--- config.mk ---
export PLATFORM = sky130hd
export DESIGN_NAME = taxi_meter_core
export DESIGN_NICKNAME = d
export VERILOG_FILES = /design/src/rtl/taxi_pkg.sv /design/src/rtl/bcd_sat_add.sv /design/src/rtl/taxi_meter_core.sv
export SDC_FILE = /design/constraint.sdc
export NUM_CORES = 1
export LEC_CHECK = 0
export ABC_AREA = 1
export CAP_MARGIN = 30
export CORE_ASPECT_RATIO = 1.1
export CORE_MARGIN = 2
export CORE_UTILIZATION = 46
export CTS_CLUSTER_SIZE = 12
export DETAILED_ROUTE_END_ITERATION = 7
export GPL_ROUTABILITY_DRIVEN = 1
export PLACE_DENSITY = 0.75
export SLEW_MARGIN = 30
export SYNTH_ARGS = -nofsm -noshare
export SYNTH_HDL_FRONTEND = slang
export SYNTH_HIERARCHICAL = 1
export SYNTH_SLANG_ARGS = --single-unit
--- constraint.sdc ---
create_clock -name clk -period 12.7 [get_ports clk]
set_input_delay 2.54 -clock clk [delete_from_list [all_inputs] [get_ports clk]]
set_output_delay 2.54 -clock clk [all_outputs]
set_load 0.1 [all_outputs]
--- src/rtl/taxi_pkg.sv ---
// Shared types and tables for the taxi meter: trip states, speed steps,
// 7-segment patterns and a constant binary-to-BCD helper.
package taxi_pkg;

   typedef enum logic [1:0] {IDLE, RUN, PAUSE, STOP} state_t;

   localparam int unsigned ADD_W = 7;
   localparam logic [7:0] SEG_BLANK = 8'hFF;

   // distance units per tick for speedup = 00/01/10/11
   localparam logic [2:0] STEP_TABLE [4] = '{3'd1, 3'd2, 3'd4, 3'd6};

   // {a,b,c,d,e,f,g,dp}, active low, dp off
   localparam logic [7:0] SEG_TABLE [16] = '{
      8'b0000_0011, 8'b1001_1111, 8'b0010_0101, 8'b0000_1101,
      8'b1001_1001, 8'b0100_1001, 8'b0100_0001, 8'b0001_1111,
      8'b0000_0001, 8'b0000_1001, 8'b0001_0001, 8'b1100_0001,
      8'b0110_0011, 8'b1000_0101, 8'b0110_0001, 8'b0111_0001
   };

   function automatic logic [31:0] to_bcd(input int unsigned v);
      logic [31:0] r;
      int unsigned x;
      r = '0;
      x = v;
      for (int unsigned i = 0; i < 8; i++) begin
         r[4*i +: 4] = 4'(x % 10);
         x = x / 10;
      end
      return r;
   endfunction

endpackage

--- src/rtl/bcd_sat_add.sv ---
// N-digit BCD value plus a small binary addend; result sticks at all-9s
// and sat is raised when the true sum does not fit.
module bcd_sat_add
   import taxi_pkg::*;
#(
   parameter int unsigned DIGITS = 4
) (
   input  logic [4*DIGITS-1:0] a,
   input  logic [ADD_W-1:0]    addend,
   output logic [4*DIGITS-1:0] sum,
   output logic                sat
);

   logic [7:0]          carry;
   logic [7:0]          t;
   logic [4*DIGITS-1:0] raw;

   // binary addend rides in as the carry into the units digit
   always_comb begin
      carry = 8'(addend);
      t     = '0;
      raw   = '0;
      for (int unsigned i = 0; i < DIGITS; i++) begin
         t              = 8'(a[4*i +: 4]) + carry;
         raw[4*i +: 4]  = 4'(t % 8'd10);
         carry          = t / 8'd10;
      end
      sat = (carry != 8'd0);
      sum = sat ? {DIGITS{4'h9}} : raw;
   end

endmodule

--- src/rtl/taxi_meter_core.sv ---
// Taxi fare meter: trip FSM, tick-driven distance/waiting accumulation in BCD
// with saturation, and a registered multiplexed 7-segment scan.
module taxi_meter_core
   import taxi_pkg::*;
#(
   parameter int unsigned TICK_DIV     = 2000000,
   parameter int unsigned SCAN_DIV     = 50000,
   parameter int unsigned PRICE_DIGITS = 4,
   parameter int unsigned DIST_DIGITS  = 4,
   parameter int unsigned BASE_FARE    = 60,
   parameter int unsigned BASE_DIST    = 30,
   parameter int unsigned PER_DIST     = 2,
   parameter int unsigned WAIT_TICKS   = 60,
   parameter int unsigned WAIT_FARE    = 10
) (
   input  logic                      clk,
   input  logic                      CLR,
   input  logic                      start,
   input  logic                      stop,
   input  logic                      pause,
   input  logic                      waiting,
   input  logic [1:0]                speedup,
   output logic [4*PRICE_DIGITS-1:0] price_bcd,
   output logic [4*DIST_DIGITS-1:0]  dist_bcd,
   output logic [2:0]                which,
   output logic [7:0]                seg,
   output logic                      enable,
   output logic                      ovf
);

   localparam int unsigned NDIG = PRICE_DIGITS + DIST_DIGITS;
   localparam int unsigned TW   = $clog2(TICK_DIV + 1);
   localparam int unsigned SW   = $clog2(SCAN_DIV + 1);
   localparam int unsigned WW   = $clog2(WAIT_TICKS + 1);
   localparam int unsigned BW   = $clog2(BASE_DIST + 8);
   localparam logic [31:0] BASE_FARE_BCD = to_bcd(BASE_FARE);

   state_t                    state;
   logic                      start_q;
   logic                      start_rise;
   logic                      tick;
   logic                      wait_wrap;
   logic [TW-1:0]             tick_cnt;
   logic [SW-1:0]             scan_cnt;
   logic [WW-1:0]             wait_cnt;
   logic [BW-1:0]             base_cnt;
   logic [BW-1:0]             base_room;
   logic [BW-1:0]             base_nxt;
   logic [2:0]                step;
   logic [2:0]                over;
   logic [ADD_W-1:0]          price_add;
   logic [ADD_W-1:0]          dist_add;
   logic [4*PRICE_DIGITS-1:0] price_sum;
   logic [4*DIST_DIGITS-1:0]  dist_sum;
   logic                      price_sat;
   logic                      dist_sat;
   logic [3:0]                digit;
   logic                      dp_on;

   assign start_rise = start & ~start_q;
   assign tick       = (state == RUN) && (tick_cnt == TW'(TICK_DIV - 1));
   assign wait_wrap  = (wait_cnt == WW'(WAIT_TICKS - 1));

   // base_cnt tracks units still covered by the base fare; only the part
   // of a step beyond it is charged
   always_comb begin
      step      = STEP_TABLE[speedup];
      base_room = BW'(BASE_DIST) - base_cnt;
      base_nxt  = base_cnt;
      over      = '0;
      if (BW'(step) <= base_room) begin
         base_nxt = base_cnt + BW'(step);
      end else begin
         base_nxt = BW'(BASE_DIST);
         over     = 3'(BW'(step) - base_room);
      end
      if (waiting) begin
         dist_add  = '0;
         price_add = wait_wrap ? ADD_W'(WAIT_FARE) : '0;
      end else begin
         dist_add  = ADD_W'(step);
         price_add = ADD_W'(over) * ADD_W'(PER_DIST);
      end
   end

   bcd_sat_add #(.DIGITS(PRICE_DIGITS)) u_price_add (
      .a      (price_bcd),
      .addend (price_add),
      .sum    (price_sum),
      .sat    (price_sat)
   );

   bcd_sat_add #(.DIGITS(DIST_DIGITS)) u_dist_add (
      .a      (dist_bcd),
      .addend (dist_add),
      .sum    (dist_sum),
      .sat    (dist_sat)
   );

   always_ff @(posedge clk) begin
      if (!CLR) begin
         state     <= IDLE;
         start_q   <= 1'b0;
         price_bcd <= '0;
         dist_bcd  <= '0;
         wait_cnt  <= '0;
         base_cnt  <= '0;
         tick_cnt  <= '0;
         enable    <= 1'b0;
         ovf       <= 1'b0;
      end else begin
         start_q <= start;
         unique case (state)
            IDLE, STOP: begin
               if (start_rise) begin
                  state     <= RUN;
                  price_bcd <= BASE_FARE_BCD[4*PRICE_DIGITS-1:0];
                  dist_bcd  <= '0;
                  wait_cnt  <= '0;
                  base_cnt  <= '0;
                  tick_cnt  <= '0;
                  enable    <= 1'b1;
                  ovf       <= 1'b0;
               end
            end
            RUN: begin
               if (stop) begin
                  state  <= STOP;
                  enable <= 1'b0;
               end else begin
                  tick_cnt <= tick ? '0 : tick_cnt + 1'b1;
                  if (pause) begin
                     state  <= PAUSE;
                     enable <= 1'b0;
                  end
                  // a tick landing with pause still counts; saturation overrides PAUSE
                  if (tick) begin
                     price_bcd <= price_sum;
                     dist_bcd  <= dist_sum;
                     if (waiting) wait_cnt <= wait_wrap ? '0 : wait_cnt + 1'b1;
                     else         base_cnt <= base_nxt;
                     if (price_sat | dist_sat) begin
                        ovf    <= 1'b1;
                        state  <= STOP;
                        enable <= 1'b0;
                     end
                  end
               end
            end
            PAUSE: begin
               if (stop) begin
                  state <= STOP;
               end else if (!pause) begin
                  state  <= RUN;
                  enable <= ~ovf;
               end
            end
            default: state <= IDLE;
         endcase
      end
   end

   always_comb begin
      digit = '0;
      for (int unsigned i = 0; i < PRICE_DIGITS; i++)
         if (which == 3'(i)) digit = price_bcd[4*(PRICE_DIGITS-1-i) +: 4];
      for (int unsigned i = 0; i < DIST_DIGITS; i++)
         if (which == 3'(PRICE_DIGITS + i)) digit = dist_bcd[4*(DIST_DIGITS-1-i) +: 4];
      dp_on = (which == 3'(PRICE_DIGITS - 2)) || (which == 3'(NDIG - 2));
   end

   always_ff @(posedge clk) begin
      if (!CLR) begin
         scan_cnt <= '0;
         which    <= '0;
         seg      <= SEG_BLANK;
      end else begin
         if (scan_cnt == SW'(SCAN_DIV - 1)) begin
            scan_cnt <= '0;
            which    <= (which == 3'(NDIG - 1)) ? '0 : which + 3'd1;
         end else begin
            scan_cnt <= scan_cnt + 1'b1;
         end
         if (state == IDLE)  seg <= SEG_BLANK;
         else if (dp_on)     seg <= SEG_TABLE[digit] & 8'hFE;
         else                seg <= SEG_TABLE[digit];
      end
   end

endmodule
==> flow_summary.ini <==
[floorplan]
fp-row-count = 51
initial_core_util = 0.464
die_h_um = 144
dieArea_mm2 = 0.0188
io_pins = 53
fp.dieW_um = 131
core-area_mm2 = 0.0175

[outcome]
status = finished clean

[timing]
fin_worst_skew_ns = 0.0101
setup_viol = 0
setup-tns-final_ns = 0
fin_crit_sh = 0.918
report.final.slew_viol_count = 0
max_freq_mhz = 85.7
rsz0062_at_grt = false
tightest_slew_ns = 1.02
setup_ws_ns = 1.04
hold_violations = 0
slew_headroom = 0.315
period_minus_slack_ns = 11.66

[synth]
synth_area_leaders = dfxtp_1, nand2_1, inv_1
synth_cell_types = 53
yosysSeqAreaShare = 0.238
syn_area_per_cell_um2 = 6.44
ys.flop_type = dfxtp_1
netlist_area_mm2 = 0.00815
syn_inst = 1265
synth_edf_count = 0
ys_warn_count = 6
ys_seq_elements = 97
async_flop_share = 0
synth_top_area_frac = 0.238
yosys.area.top_type = dfxtp_1

[worst_setup_path]
reg2reg_slack_ns = 3.35
required_ns = 12.93
start_kind = primary input
crit_slowest_cell = clkdlybuf4s50_1
critical_path_buf_inv_count = 10
cp_max_fo = 10
crit_top_cell = nand2_1
crit_family = simple AND/OR/NAND/NOR gates
worstPathArrival_ns = 11.89
crit_path_start = speedup[0]
path_class = primary input to flip-flop
slowest_delay_ns = 0.48
end_kind = flip-flop
timing.rr.start = base_cnt[0]$_SDFFE_PN0P_

[grt]
overflow = 0
antenna_found_initial = 0
grt_pass1_vias = 7393
grt_max_degree = 41
grt_pass1_wl_um = 32900
grt_use_total = 0.215

[job]
drv_cap = 0

[hold_path]
hp-start = scan_cnt[0]$_SDFF_PP0_
hp-class = flip-flop to flip-flop

[final_layout]
final_cell_mix = nand2_1, inv_1, nor2_1
area_growth_syn_to_layout_pct = 14.2
multi_input_area_mm2 = 0.00539
nFillCells = 1742
nets = 1412
postLayoutCoreUtil = 0.531
regArea_mm2 = 0.00194
layout_commonest_cell = nand2_1
instances_no_fill = 1582
drive_gt1_frac = 0.0893
antenna_cells = 0

[power_and_ir_drop]
powerDensity_mw_per_mm2 = 123
total_power_mw = 1.14
leakage_nw = 4.26
ir_worst_vdd_mv = 0.121

[clock_tree]
cts_made_buffers = 9
cts_tree = yes
cts_hold_buf = 0
cts-root-buf = clkbuf_16
clockBufferDepth = 2
cts_max_level = 3
clk_pin_slew_worst_paths_ns = 0.07
cts_sinks = 97
clock_latency_ns = 0.36

[place]
hpwl_um = 15300
dpl_worst_slack_ns = 0.499
gp_congestion = 0.902
placed_cells = 1564
io_buffer_count = 52

[route]
viasPerCell = 5.04
detail_route.wirelength_um = 19600
detail-route-antenna-nets = 0
wl_per_cell_um = 12.4
dr.first_iter.drc_count = 570
firstDrtPassIters = 5
drc = 0
vias = 7975
[cell usage after synthesis (3+ instances only)]
| cell | n |
|---|---|
| nand3b_1 | 3 |
| o22ai_1 | 3 |
| xor2_1 | 32 |
| o21bai_1 | 4 |
| a21oi_1 | 68 |
| nand3_1 | 100 |
| a31oi_1 | 5 |
| and3_1 | 4 |
| buf_2 | 5 |
| nand3_2 | 14 |
| ha_1 | 55 |
| nor2_1 | 121 |
| o211ai_1 | 5 |
| clkbuf_1 | 4 |
| nand4_1 | 19 |
| nand2_2 | 34 |
| nor3b_1 | 4 |
| dfxtp_1 | 97 |
| a211oi_1 | 6 |
| buf_4 | 5 |
| nor4_1 | 3 |
| nand2_1 | 294 |
| nor3_2 | 3 |
| fa_1 | 10 |
| nor4_2 | 3 |
| inv_2 | 8 |
| inv_1 | 210 |
| or2_2 | 10 |
| o21ai_1 | 24 |
| nand2_4 | 8 |
| nor2_2 | 3 |
| buf_6 | 3 |
| o21ai_2 | 4 |
| nor3_1 | 17 |
| o21ai_0 | 52 |
[power by group]
part	leakage [nW]	internal [mW]	switching, mW
Sequential	0.786	0.328	0.0244
Clock	0.158	0.163	0.133
Combinational	3.32	0.137	0.354
[worst register-to-register path, delay by kind of cell (launching register included)]
kind,cells,cell delay (ns)
AOI/OAI and AO/OA,12,1.72
adders and majority gates,9,2.88
buffers and inverters,9,0.61
DFF,1,0.37
and+or+nand+nor,37,3.64
[what timing repair did]
action | CTS | global route
endpoints found under the setup margin | 0 | 15
setup buffers | 0 | 2
resized for setup | 0 | 5
[sequential cells by signal, indices dropped and copies added, names as in the netlist]
name	cells
tick_cnt	21
dist_bcd	16
price_bcd	16
scan_cnt	16
seg	8
base_cnt	6
wait_cnt	6
which	3
state	2
enable	1
ovf	1
start_q	1
[final timing paths]
| check | cells after the start | to |
|---|---|---|
| setup reg to reg | 67 | state[1]$_SDFFE_PN0P_ |
| setup / recovery | 69 | state[1]$_SDFFE_PN0P_ |
| hold reg to reg | 1 | scan_cnt[0]$_SDFF_PP0_ |
| hold / removal | 1 | scan_cnt[0]$_SDFF_PP0_ |
[stage by stage]
stage | instance area, µm² | hold slack, ns
after floorplan | 8250 | 0.413
after global placement | 8960 | 0.424
after detailed placement | 8960 | 0.436
after CTS | 9280 | 0.446
after global routing | 9310 | 0.486
final | 9310 | 0.441
[layer usage]
| metal | GRT usage | part of all wire |
|---|---|---|
| met1 | 0.264 | 0.45 |
| met2 | 0.386 | 0.49 |
| met3 | 0.0383 | 0.046 |
| met4 | 0.0571 | 0.014 |
| met5 | 0 | 0 |
[layout make-up]
cell class | count | share of cell area
inverters | 218 | 0.0879
clock buffers | 10 | 0.0257
clock inverters | 6 | 0.00900
well taps | 238 | 0.0320
multi-input cells | 958 | 0.579
repair buffers | 55 | 0.0583
flip-flops and latches | 97 | 0.209
[kinds of logic (layout without fill, tap and decap cells)]
family                   count (synthesis)  in the layout  synth area share
XOR/XNOR                                34             34            0.0365
AND/OR/NAND/NOR                        647            647             0.371
other                                    1             28          0.000460
buffers and inverters                  237            289             0.115
adder cells (fa/ha/maj)                 65             65             0.109
AO/OA/AOI/OAI                          184            184             0.130
flip-flops                              97             97             0.238
Power figures use the tool's default switching activity.
